<file path="src/rtl/npcnn_mc_if.sv">
// Load and result streaming port of the multi-channel convolution engine.
// master = tile buffer / feature-map writer side, slave = npcnn_mc.
interface npcnn_mc_if #(
  parameter int DW    = 8,
  parameter int WW    = 9,
  parameter int ACC_W = 24
);
  logic                    ld_valid;
  logic                    ld_ready;
  logic [DW-1:0]           a_in;
  logic [WW-1:0]           f_in;
  logic signed [ACC_W-1:0] out;
  logic                    out_valid;
  logic                    out_ready;

  modport master (
    output ld_valid, a_in, f_in, out_ready,
    input  ld_ready, out, out_valid
  );

  modport slave (
    input  ld_valid, a_in, f_in, out_ready,
    output ld_ready, out, out_valid
  );
endinterface

</file>
<file path="src/rtl/npcnn_mc.sv">
// Multi-channel 2-D convolution engine: loads a CH-channel activation tile and
// filter, then produces one channel-summed result per output position with
// configurable stride, zero padding and optional ReLU.
module npcnn_mc #(
  parameter int A_SIZE = 6,
  parameter int F_SIZE = 3,
  parameter int STRIDE = 1,
  parameter int PAD    = 0,
  parameter int CH     = 2,
  parameter int DW     = 8,
  parameter int WW     = 9,
  parameter int ACC_W  = 24
) (
  input  logic     clk,
  input  logic     reset,
  input  logic     go,
  input  logic     relu_en,
  npcnn_mc_if.slave bus,
  output logic     busy,
  output logic     done
);

  localparam int O_SIZE = (A_SIZE + 2 * PAD - F_SIZE) / STRIDE + 1;
  localparam int NA     = CH * A_SIZE * A_SIZE;
  localparam int NF     = CH * F_SIZE * F_SIZE;
  localparam int NL     = (NA > NF) ? NA : NF;
  localparam int LW     = $clog2(NL + 1);
  localparam int AW     = (NA > 1) ? $clog2(NA) : 1;
  localparam int FIW    = (NF > 1) ? $clog2(NF) : 1;
  localparam int CW     = (CH > 1) ? $clog2(CH) : 1;
  localparam int KW     = (F_SIZE > 1) ? $clog2(F_SIZE) : 1;
  localparam int OW     = (O_SIZE > 1) ? $clog2(O_SIZE) : 1;

  typedef enum logic [2:0] {
    S_IDLE, S_LOAD_A, S_LOAD_F, S_COMPUTE, S_OUTPUT, S_DONE
  } state_t;

  state_t state, state_nx;

  logic [DW-1:0] a_buf [NA];
  logic [WW-1:0] f_buf [NF];

  logic [LW-1:0] ld_cnt;
  logic [CW-1:0] ch;
  logic [KW-1:0] ky, kx;
  logic [OW-1:0] oy, ox;

  logic signed [ACC_W-1:0] acc, out_r, prod, a_ext, f_ext, res;
  logic                    relu_r, out_valid_r;
  logic                    ld_ready, ld_xfer, out_xfer;
  logic                    ld_a_last, ld_f_last, mac_last, out_last;

  int            iy, ix;
  logic          in_range;
  logic [AW-1:0] a_idx;
  logic [FIW-1:0] f_idx;
  logic [DW-1:0] a_val;

  assign ld_ready  = (state == S_LOAD_A) || (state == S_LOAD_F);
  assign busy      = (state != S_IDLE);
  assign done      = (state == S_DONE);
  assign ld_xfer   = bus.ld_valid && ld_ready;
  assign out_xfer  = out_valid_r && bus.out_ready;

  assign ld_a_last = (ld_cnt == LW'(NA - 1));
  assign ld_f_last = (ld_cnt == LW'(NF - 1));
  assign mac_last  = (ch == CW'(CH - 1)) && (ky == KW'(F_SIZE - 1)) && (kx == KW'(F_SIZE - 1));
  assign out_last  = (oy == OW'(O_SIZE - 1)) && (ox == OW'(O_SIZE - 1));

  assign bus.ld_ready  = ld_ready;
  assign bus.out       = out_r;
  assign bus.out_valid = out_valid_r;

  // State register.
  always_ff @(posedge clk or negedge reset) begin
    if (!reset) state <= S_IDLE;
    else        state <= state_nx;
  end

  // Next-state decode.
  always_comb begin
    state_nx = state;
    unique case (state)
      S_IDLE:    if (go) state_nx = S_LOAD_A;
      S_LOAD_A:  if (ld_xfer && ld_a_last) state_nx = S_LOAD_F;
      S_LOAD_F:  if (ld_xfer && ld_f_last) state_nx = S_COMPUTE;
      S_COMPUTE: if (mac_last) state_nx = S_OUTPUT;
      S_OUTPUT:  if (out_xfer) state_nx = out_last ? S_DONE : S_COMPUTE;
      S_DONE:    state_nx = S_IDLE;
      default:   state_nx = S_IDLE;
    endcase
  end

  // Tap addressing: padded positions read as zero, then one signed MAC product.
  always_comb begin
    iy       = int'(oy) * STRIDE + int'(ky) - PAD;
    ix       = int'(ox) * STRIDE + int'(kx) - PAD;
    in_range = (iy >= 0) && (iy < A_SIZE) && (ix >= 0) && (ix < A_SIZE);
    a_idx    = '0;
    if (in_range) a_idx = AW'(int'(ch) * A_SIZE * A_SIZE + iy * A_SIZE + ix);
    f_idx    = FIW'(int'(ch) * F_SIZE * F_SIZE + int'(ky) * F_SIZE + int'(kx));
    a_val    = in_range ? a_buf[a_idx] : '0;
    a_ext    = ACC_W'(a_val);
    f_ext    = ACC_W'($signed(f_buf[f_idx]));
    prod     = a_ext * f_ext;
    res      = (relu_r && acc[ACC_W-1]) ? '0 : acc;
  end

  // Tile and filter storage; contents are deliberately not reset.
  always_ff @(posedge clk) begin
    if (ld_xfer && (state == S_LOAD_A)) a_buf[AW'(ld_cnt)] <= bus.a_in;
    if (ld_xfer && (state == S_LOAD_F)) f_buf[FIW'(ld_cnt)] <= bus.f_in;
  end

  // Load counter, kernel/output position counters, accumulator and result register.
  // The result register loads on the first OUTPUT cycle, which is what puts
  // out_valid one cycle after the final MAC.
  always_ff @(posedge clk or negedge reset) begin
    if (!reset) begin
      ld_cnt      <= '0;
      ch          <= '0;
      ky          <= '0;
      kx          <= '0;
      oy          <= '0;
      ox          <= '0;
      acc         <= '0;
      out_r       <= '0;
      out_valid_r <= 1'b0;
      relu_r      <= 1'b0;
    end else begin
      unique case (state)
        S_IDLE: begin
          if (go) begin
            relu_r <= relu_en;
            ld_cnt <= '0;
          end
        end
        S_LOAD_A: begin
          if (ld_xfer) ld_cnt <= ld_a_last ? '0 : ld_cnt + LW'(1);
        end
        S_LOAD_F: begin
          if (ld_xfer) begin
            ld_cnt <= ld_f_last ? '0 : ld_cnt + LW'(1);
            if (ld_f_last) begin
              acc <= '0;
              ch  <= '0;
              ky  <= '0;
              kx  <= '0;
              oy  <= '0;
              ox  <= '0;
            end
          end
        end
        S_COMPUTE: begin
          acc <= acc + prod;
          if (kx == KW'(F_SIZE - 1)) begin
            kx <= '0;
            if (ky == KW'(F_SIZE - 1)) begin
              ky <= '0;
              ch <= (ch == CW'(CH - 1)) ? '0 : ch + CW'(1);
            end else begin
              ky <= ky + KW'(1);
            end
          end else begin
            kx <= kx + KW'(1);
          end
        end
        S_OUTPUT: begin
          if (!out_valid_r) begin
            out_r       <= res;
            out_valid_r <= 1'b1;
          end else if (bus.out_ready) begin
            out_valid_r <= 1'b0;
            acc         <= '0;
            if (ox == OW'(O_SIZE - 1)) begin
              ox <= '0;
              oy <= (oy == OW'(O_SIZE - 1)) ? '0 : oy + OW'(1);
            end else begin
              ox <= ox + OW'(1);
            end
          end
        end
        default: ;
      endcase
    end
  end

endmodule

</file>
<file path="src/flat_wrapper.sv">
// flat-port wrapper written by rule: the top's interface ports become plain ports
module npcnn_mc_flat 
#(
  parameter int A_SIZE = 6,
  parameter int F_SIZE = 3,
  parameter int STRIDE = 1,
  parameter int PAD    = 0,
  parameter int CH     = 2,
  parameter int DW     = 8,
  parameter int WW     = 9,
  parameter int ACC_W  = 24
)
  (clk, reset, go, relu_en, busy, done, bus_ld_valid, bus_a_in, bus_f_in, bus_out_ready, bus_ld_ready, bus_out, bus_out_valid);
  npcnn_mc_if #(.DW(DW), .WW(WW), .ACC_W(ACC_W)) bus_i ();
  input  logic clk;
  input  logic reset;
  input  logic go;
  input  logic relu_en;
  output logic busy;
  output logic done;
  input wire logic [$bits(bus_i.ld_valid)-1:0] bus_ld_valid;
  input wire logic [$bits(bus_i.a_in)-1:0] bus_a_in;
  input wire logic [$bits(bus_i.f_in)-1:0] bus_f_in;
  input wire logic [$bits(bus_i.out_ready)-1:0] bus_out_ready;
  output wire logic [$bits(bus_i.ld_ready)-1:0] bus_ld_ready;
  output wire logic [$bits(bus_i.out)-1:0] bus_out;
  output wire logic [$bits(bus_i.out_valid)-1:0] bus_out_valid;
  assign bus_i.ld_valid = bus_ld_valid;
  assign bus_i.a_in = bus_a_in;
  assign bus_i.f_in = bus_f_in;
  assign bus_i.out_ready = bus_out_ready;
  assign bus_ld_ready = bus_i.ld_ready;
  assign bus_out = bus_i.out;
  assign bus_out_valid = bus_i.out_valid;
  npcnn_mc #(.A_SIZE(A_SIZE), .F_SIZE(F_SIZE), .STRIDE(STRIDE), .PAD(PAD), .CH(CH), .DW(DW), .WW(WW), .ACC_W(ACC_W)) u_core (.clk(clk), .reset(reset), .go(go), .relu_en(relu_en), .bus(bus_i), .busy(busy), .done(done));
endmodule
</file>
<file path="config.mk">
export PLATFORM = sky130hd
export DESIGN_NAME = npcnn_mc_flat
export DESIGN_NICKNAME = d
export VERILOG_FILES = /design/src/rtl/npcnn_mc_if.sv /design/src/rtl/npcnn_mc.sv /design/src/flat_wrapper.sv
export SDC_FILE = /design/constraint.sdc
export NUM_CORES = 1
export LEC_CHECK = 0
export CAP_MARGIN = 20
export CORE_MARGIN = 2
export CORE_UTILIZATION = 35
export DETAILED_ROUTE_END_ITERATION = 10
export HOLD_SLACK_MARGIN = 0.03
export PLACE_DENSITY = 0.6
export SLEW_MARGIN = 10
export SYNTH_ARGS = -nofsm -noshare
export SYNTH_HDL_FRONTEND = slang
export SYNTH_SLANG_ARGS = --single-unit
</file>
<file path="constraint.sdc">
create_clock -name clk -period 14.35 [get_ports clk]
set_input_delay 3.5875 -clock clk [delete_from_list [all_inputs] [get_ports clk]]
set_output_delay 3.5875 -clock clk [all_outputs]
set_load 0.03 [all_outputs]
</file>
==> results of run 1 <==
[cell families (layout without fill, tap and decap cells)]
logic type / Yosys count / count (layout) / synth area share [%]
buffers and inverters: 231 / 354 / 2.861
multiplexers: 118 / 118 / 5.835
other: 0 / 2 / 0
AO/OA/AOI/OAI: 490 / 490 / 9.543
flip-flops: 807 / 807 / 65.49
adder cells (fa/ha/maj): 149 / 149 / 6.140
XOR/XNOR: 37 / 37 / 0.8885
AND/OR/NAND/NOR: 747 / 747 / 9.238
[final cells by class]
type	instances	area [µm²]
well taps	1380	1727
repair buffers	103	863.3
diodes	2	5.005
clock inverters	45	430.4
inverters	98	367.9
fillers	9464	62300
clock buffers	108	2308
flip-flops and latches	807	23890
multi-input cells	1541	11610
[worst max-delay path: cells and delay by family, from the launching register on]
family                   cells  cell delay (ns)
flip-flops                   1             0.47
adder cells (fa/ha/maj)     12             5.14
multiplexers                 1             0.45
buffers and inverters        6             0.52
AO/OA/AOI/OAI               15             3.35
AND/OR/NAND/NOR              5             1.95
XOR/XNOR                     1             0.12
[synth_stat cells (50+ instances only)]
master	count
a211oi_1	58
a21oi_1	75
a221oi_1	71
buf_2	59
clkbuf_1	50
dfrtp_1	69
edfxtp_1	738
fa_1	50
ha_1	99
inv_1	96
mux4_2	70
nand2_1	352
nor2_1	169
o21ai_0	80
[sequential cells by signal, indices dropped and copies added, names as in the netlist]
name	count
u_core.a_buf	576
u_core.acc	24
u_core.bus.out	24
u_core.bus.out_valid	1
u_core.ch	1
u_core.f_buf	162
u_core.kx	2
u_core.ky	2
u_core.ld_cnt	7
u_core.ox	2
u_core.oy	2
u_core.relu_r	1
u_core.state	3
[through the flow]
step           instance area [µm²]  hold WS (ns)  std cells  util [%]
5_1_grt                      41190        0.5089       4082     39.80
3_5_place_dp                 38440        0.4698       3928     37.14
6_report                     41200        0.4748       4084     39.81
4_1_cts                      41180        0.4822       4081     39.79
2_1_floorplan                36470        0.4776       2579         -
3_3_place_gp                 38410        0.4596       3924     37.11
[path summary, 6_finish.rpt]
kind / startpoint / cells after the start / slack (ns) / endpoint
hold / removal: u_core.bus.out[13]$_DFFE_PN0P_ / 2 / 0.47 / u_core.bus.out[13]$_DFFE_PN0P_
setup reg to reg: u_core.ky[0]$_DFFE_PN0P_ / 40 / 2.12 / u_core.acc[23]$_DFFE_PN0P_
min in group asynchronous: reset / 1 / 3.09 / u_core.relu_r$_DFFE_PN0P_
hold reg to reg: u_core.bus.out[13]$_DFFE_PN0P_ / 2 / 0.47 / u_core.bus.out[13]$_DFFE_PN0P_
max in group asynchronous: reset / 1 / 10.62 / u_core.bus.out[13]$_DFFE_PN0P_
setup / recovery: u_core.ky[0]$_DFFE_PN0P_ / 40 / 2.12 / u_core.acc[23]$_DFFE_PN0P_
[metal layers]
layer  up-vias  track usage [%]  routed length, µm
met5         -                0                  0
met4         0            5.824               2657
met3       160            3.619               6761
met2       786            27.06              43100
met1     11020            22.92              38880
li1       9900                -                  -
==> flow_metrics.tcl, run 1 <==
set metrics [dict create \
    cts_buffer_depth 3 \
    clk_latency_ns 0.68 \
    vias 21860 \
    ctsResizeCount 0 \
    antenna_found_initial 0 \
    setup_viol 0 \
    hold_path.class "reg -> reg" \
    synthArstFlopShare_pct 8.550 \
    dp_hpwl_mm 55.46 \
    clk_pin_slew_ns 0.06 \
    fin_nets 2811 \
    port_buffers 50 \
    first_global_vias 21620 \
    synth_fp_nets 2751 \
    die_h_um 326.8 \
    fmax_mhz 81.76 \
    rsz0062_at_grt "false" \
    areaGrowthSynthToFinish_pct 12.95 \
    finClkSkew_ns 0.07092 \
    mostFrequentLayoutCell "edfxtp_1" \
    first_pass_iters 5 \
    syn_inst 2579 \
    grt_overflow 0 \
    relSlewSlack_pct 26.74 \
    ioPinCount 51 \
    core_um2 103500 \
    fin_ws_ns 2.119 \
    die_w_um 326.8 \
    cts_setup_buffers 0 \
    drc 0 \
    synth_area_leaders "edfxtp_1, dfrtp_1, mux4_2" \
    slew_viol_final 0 \
    hold_viol 0 \
    synth_warnings 0 \
    numCtsBuffers 88 \
    routed_wl_mm 91.40 \
    tightest_slew_ns 1.095 \
    grt_max_degree 129 \
    start_util_pct 35.24 \
    period_share_pct 85.24 \
    avgSynthCellArea_um2 14.14 \
    worst_setup_path_start_kind "flip-flop" \
    cts_tree "done" \
    cts_sinks 807 \
    h-tree-depth 3 \
    synth_edf_count 738 \
    layout_common_cells "edfxtp_1, nand2_1, nor2_1" \
    post-route-min-period_ns 12.23 \
    synth_top_area_cell "edfxtp_1" \
    dr.first_iter.drc_count 2127 \
    critical_path.endpoint_type "flip-flop" \
    cp.arrival_ns 12.78 \
    max_cap_viol_count 0 \
    synth_ff_type "edfxtp_1" \
    crit_type "reg -> reg" \
    setup_tns_ns 0 \
    cts_hold_buf 0 \
    crit_slowest_cell "nand2_4" \
    yosysTopAreaCellShare_pct 60.76 \
    ys_ff_latch 807 \
    cts_root_buf "clkbuf_16" \
    pre_cts_ws_ns 2.195 \
    yosysSeqAreaShare_pct 65.49 \
    dieArea_um2 106800 \
    via_per_inst 5.353 \
    synth_cell_types 87 \
    grt_use_total_pct 16.94 \
    syn_area_um2 36470 \
    grt_pass1_wl_mm 137.9 \
    core.rowCount 118 \
    cp_slowest_stage_delay_ns 0.75 \
    crit_fanout 81 \
    status "completed" \
    layout-drive-gt1-share_pct 10.51 \
    crit_top_cell "fa_1" \
    ant_nets 0 \
    wl_per_cell_um 22.38 \
    place_congestion 0.8082 \
    required_ns 14.90 \
]
Power of run 1 is left out: the tool's default activity adds up to more than one toggle a clock period on the data nets, which glitch-free logic cannot reach.
==> run 2, diff against run 1 <==
--- a/config.mk
+++ b/config.mk
@@ -9,6 +9,7 @@
 export CORE_MARGIN = 2
 export CORE_UTILIZATION = 35
 export DETAILED_ROUTE_END_ITERATION = 10
+export GPL_TIMING_DRIVEN = 0
 export HOLD_SLACK_MARGIN = 0.03
 export PLACE_DENSITY = 0.6
 export SLEW_MARGIN = 10
==> run 2 against run 1 <==
Against the previous run:
- cell area up 0.87%
- critical path depth is 3 higher
- core utilization rose by 0.34 points
- die area stayed put
- register-to-register slack worse by 0.96 ns
- fmax is 7.3% lower
- clock-buffer cell count down 3
- sequential cell count did not move
- routed wire length rose by 17%
- via count grew 6.5%
- final cell count grew 2.4%
- sequential share of layout area decreased by 0.50 points
==> flow_metrics.tcl, run 2 (synthesis results as in run 1) <==
set metrics [dict create \
    setup_viol 0 \
    ctsResizeCount 0 \
    tightest_slew_ns 1.210 \
    dieArea_um2 106800 \
    hold_viol 0 \
    crit_top_cell "fa_1" \
    status "completed" \
    relSlewSlack_pct 19.07 \
    crit_type "reg -> reg" \
    routed_wl_mm 107.1 \
    die_w_um 326.8 \
    vias 23290 \
    dp_hpwl_mm 71.31 \
    port_buffers 50 \
    via_per_inst 5.567 \
    grt_overflow 0 \
    ioPinCount 51 \
    ant_nets 0 \
    areaGrowthSynthToFinish_pct 13.93 \
    worst_setup_path_start_kind "flip-flop" \
    fin_nets 2909 \
    cts_root_buf "clkbuf_16" \
    wl_per_cell_um 25.59 \
    cts_setup_buffers 0 \
    core.rowCount 118 \
    diodes 0 \
    cts_buffer_depth 3 \
    core_um2 103500 \
    grt_use_total_pct 19.77 \
    drc 0 \
    rsz0062_at_grt "false" \
    grt_pass1_wl_mm 155.5 \
    cts_tree "done" \
    antenna_found_initial 3 \
    cp_slowest_stage_delay_ns 0.86 \
    fillers 9469 \
    largest_reg_flops 576 \
    setup_tns_ns 0 \
    layout-drive-gt1-share_pct 11.95 \
    start_util_pct 35.24 \
    required_ns 14.92 \
    slew_viol_final 0 \
    mostFrequentLayoutCell "edfxtp_1" \
    dr.first_iter.drc_count 2707 \
    reg_top3 "u_core.a_buf (576), u_core.f_buf (162)" \
    clk_latency_ns 0.65 \
    fmax_mhz 75.81 \
    finClkSkew_ns 0.02909 \
    largest-register "u_core.a_buf" \
    die_h_um 326.8 \
    h-tree-depth 3 \
    crit_slowest_cell "clkbuf_1" \
    crit_fanout 9 \
    cts_hold_buf 0 \
    first_global_vias 23030 \
    grt_max_degree 73 \
    period_share_pct 91.92 \
    hold_path.class "reg -> reg" \
    cp.arrival_ns 13.76 \
    place_congestion 0.9145 \
    max_cap_viol_count 0 \
    cts_sinks 807 \
    layout_common_cells "edfxtp_1, nand2_1, nor2_1" \
    critical_path.endpoint_type "flip-flop" \
    numCtsBuffers 83 \
    clk_pin_slew_ns 0.07 \
    first_pass_iters 6 \
    post-route-min-period_ns 13.19 \
]
-- run 2: cell types whose count changed in the layout (fill, tap and decap cells not counted), moves of 6 or more --
cell	change
buf_6	+13
nor2_2	+6
clkinv_2	+6
buf_4	-24
buf_2	+54
clkbuf_1	+49
-- run 2: routing by layer --
metal,vias to the layer above,GRT usage [%],part of all wire (%)
li1,10100,-,-
met1,11750,26.35,40
met2,1190,31.64,47
met3,241,4.075,9.7
met4,2,7.928,3.9
met5,-,0,0.012
-- run 2: worst max-delay path: cells and delay by family, from the launching register on --
family                     cells  cell delay, ns
DFF                            1            0.48
adders and majority gates     13            5.26
and+or+nand+nor                8            2.51
AOI/OAI and AO/OA             15            3.05
buffers and inverters          7            1.78
-- run 2: metrics by stage --
step | utilization, % | worst slack (ns) | cell area [µm²] | std cells | hold WS (ns)
after detailed placement | 37.62 | 1.408 | 38940 | 4029 | 0.4708
after CTS | 40.12 | 1.379 | 41520 | 4180 | 0.4835
after floorplan | - | 3.778 | 36470 | 2579 | 0.4776
after global routing | 40.15 | 0.7426 | 41550 | 4183 | 0.5106
after global placement | 37.39 | 1.486 | 38700 | 4009 | 0.4651
final | 40.15 | 1.159 | 41550 | 4183 | 0.4758
-- run 2: worst paths after layout --
check,start,to,slack [ns],cells after the start
max,u_core.ky[0]$_DFFE_PN0P_,u_core.acc[23]$_DFFE_PN0P_,1.16,43
min,u_core.bus.out[4]$_DFFE_PN0P_,u_core.bus.out[4]$_DFFE_PN0P_,0.48,2
max reg2reg,u_core.ky[0]$_DFFE_PN0P_,u_core.acc[23]$_DFFE_PN0P_,1.16,43
min in group asynchronous,reset,u_core.bus.out[5]$_DFFE_PN0P_,2.86,1
max in group asynchronous,reset,u_core.ld_cnt[1]$_DFFE_PN0P_,10.91,2
min reg2reg,u_core.bus.out[4]$_DFFE_PN0P_,u_core.bus.out[4]$_DFFE_PN0P_,0.48,2
-- run 2: cell type report --
type | count | area, µm² | area share, %
plain buffers | 133 | 675.6 | 1.626
inverters | 98 | 367.9 | 0.8852
multi-input cells | 1541 | 11560 | 27.82
clock inverters | 46 | 342.8 | 0.8250
clock buffers | 105 | 2243 | 5.399
flip-flops and latches | 807 | 23890 | 57.49
repair buffers | 73 | 749.5 | 1.804
well taps | 1380 | 1727 | 4.155
Power of run 2 is left out for the same reason.
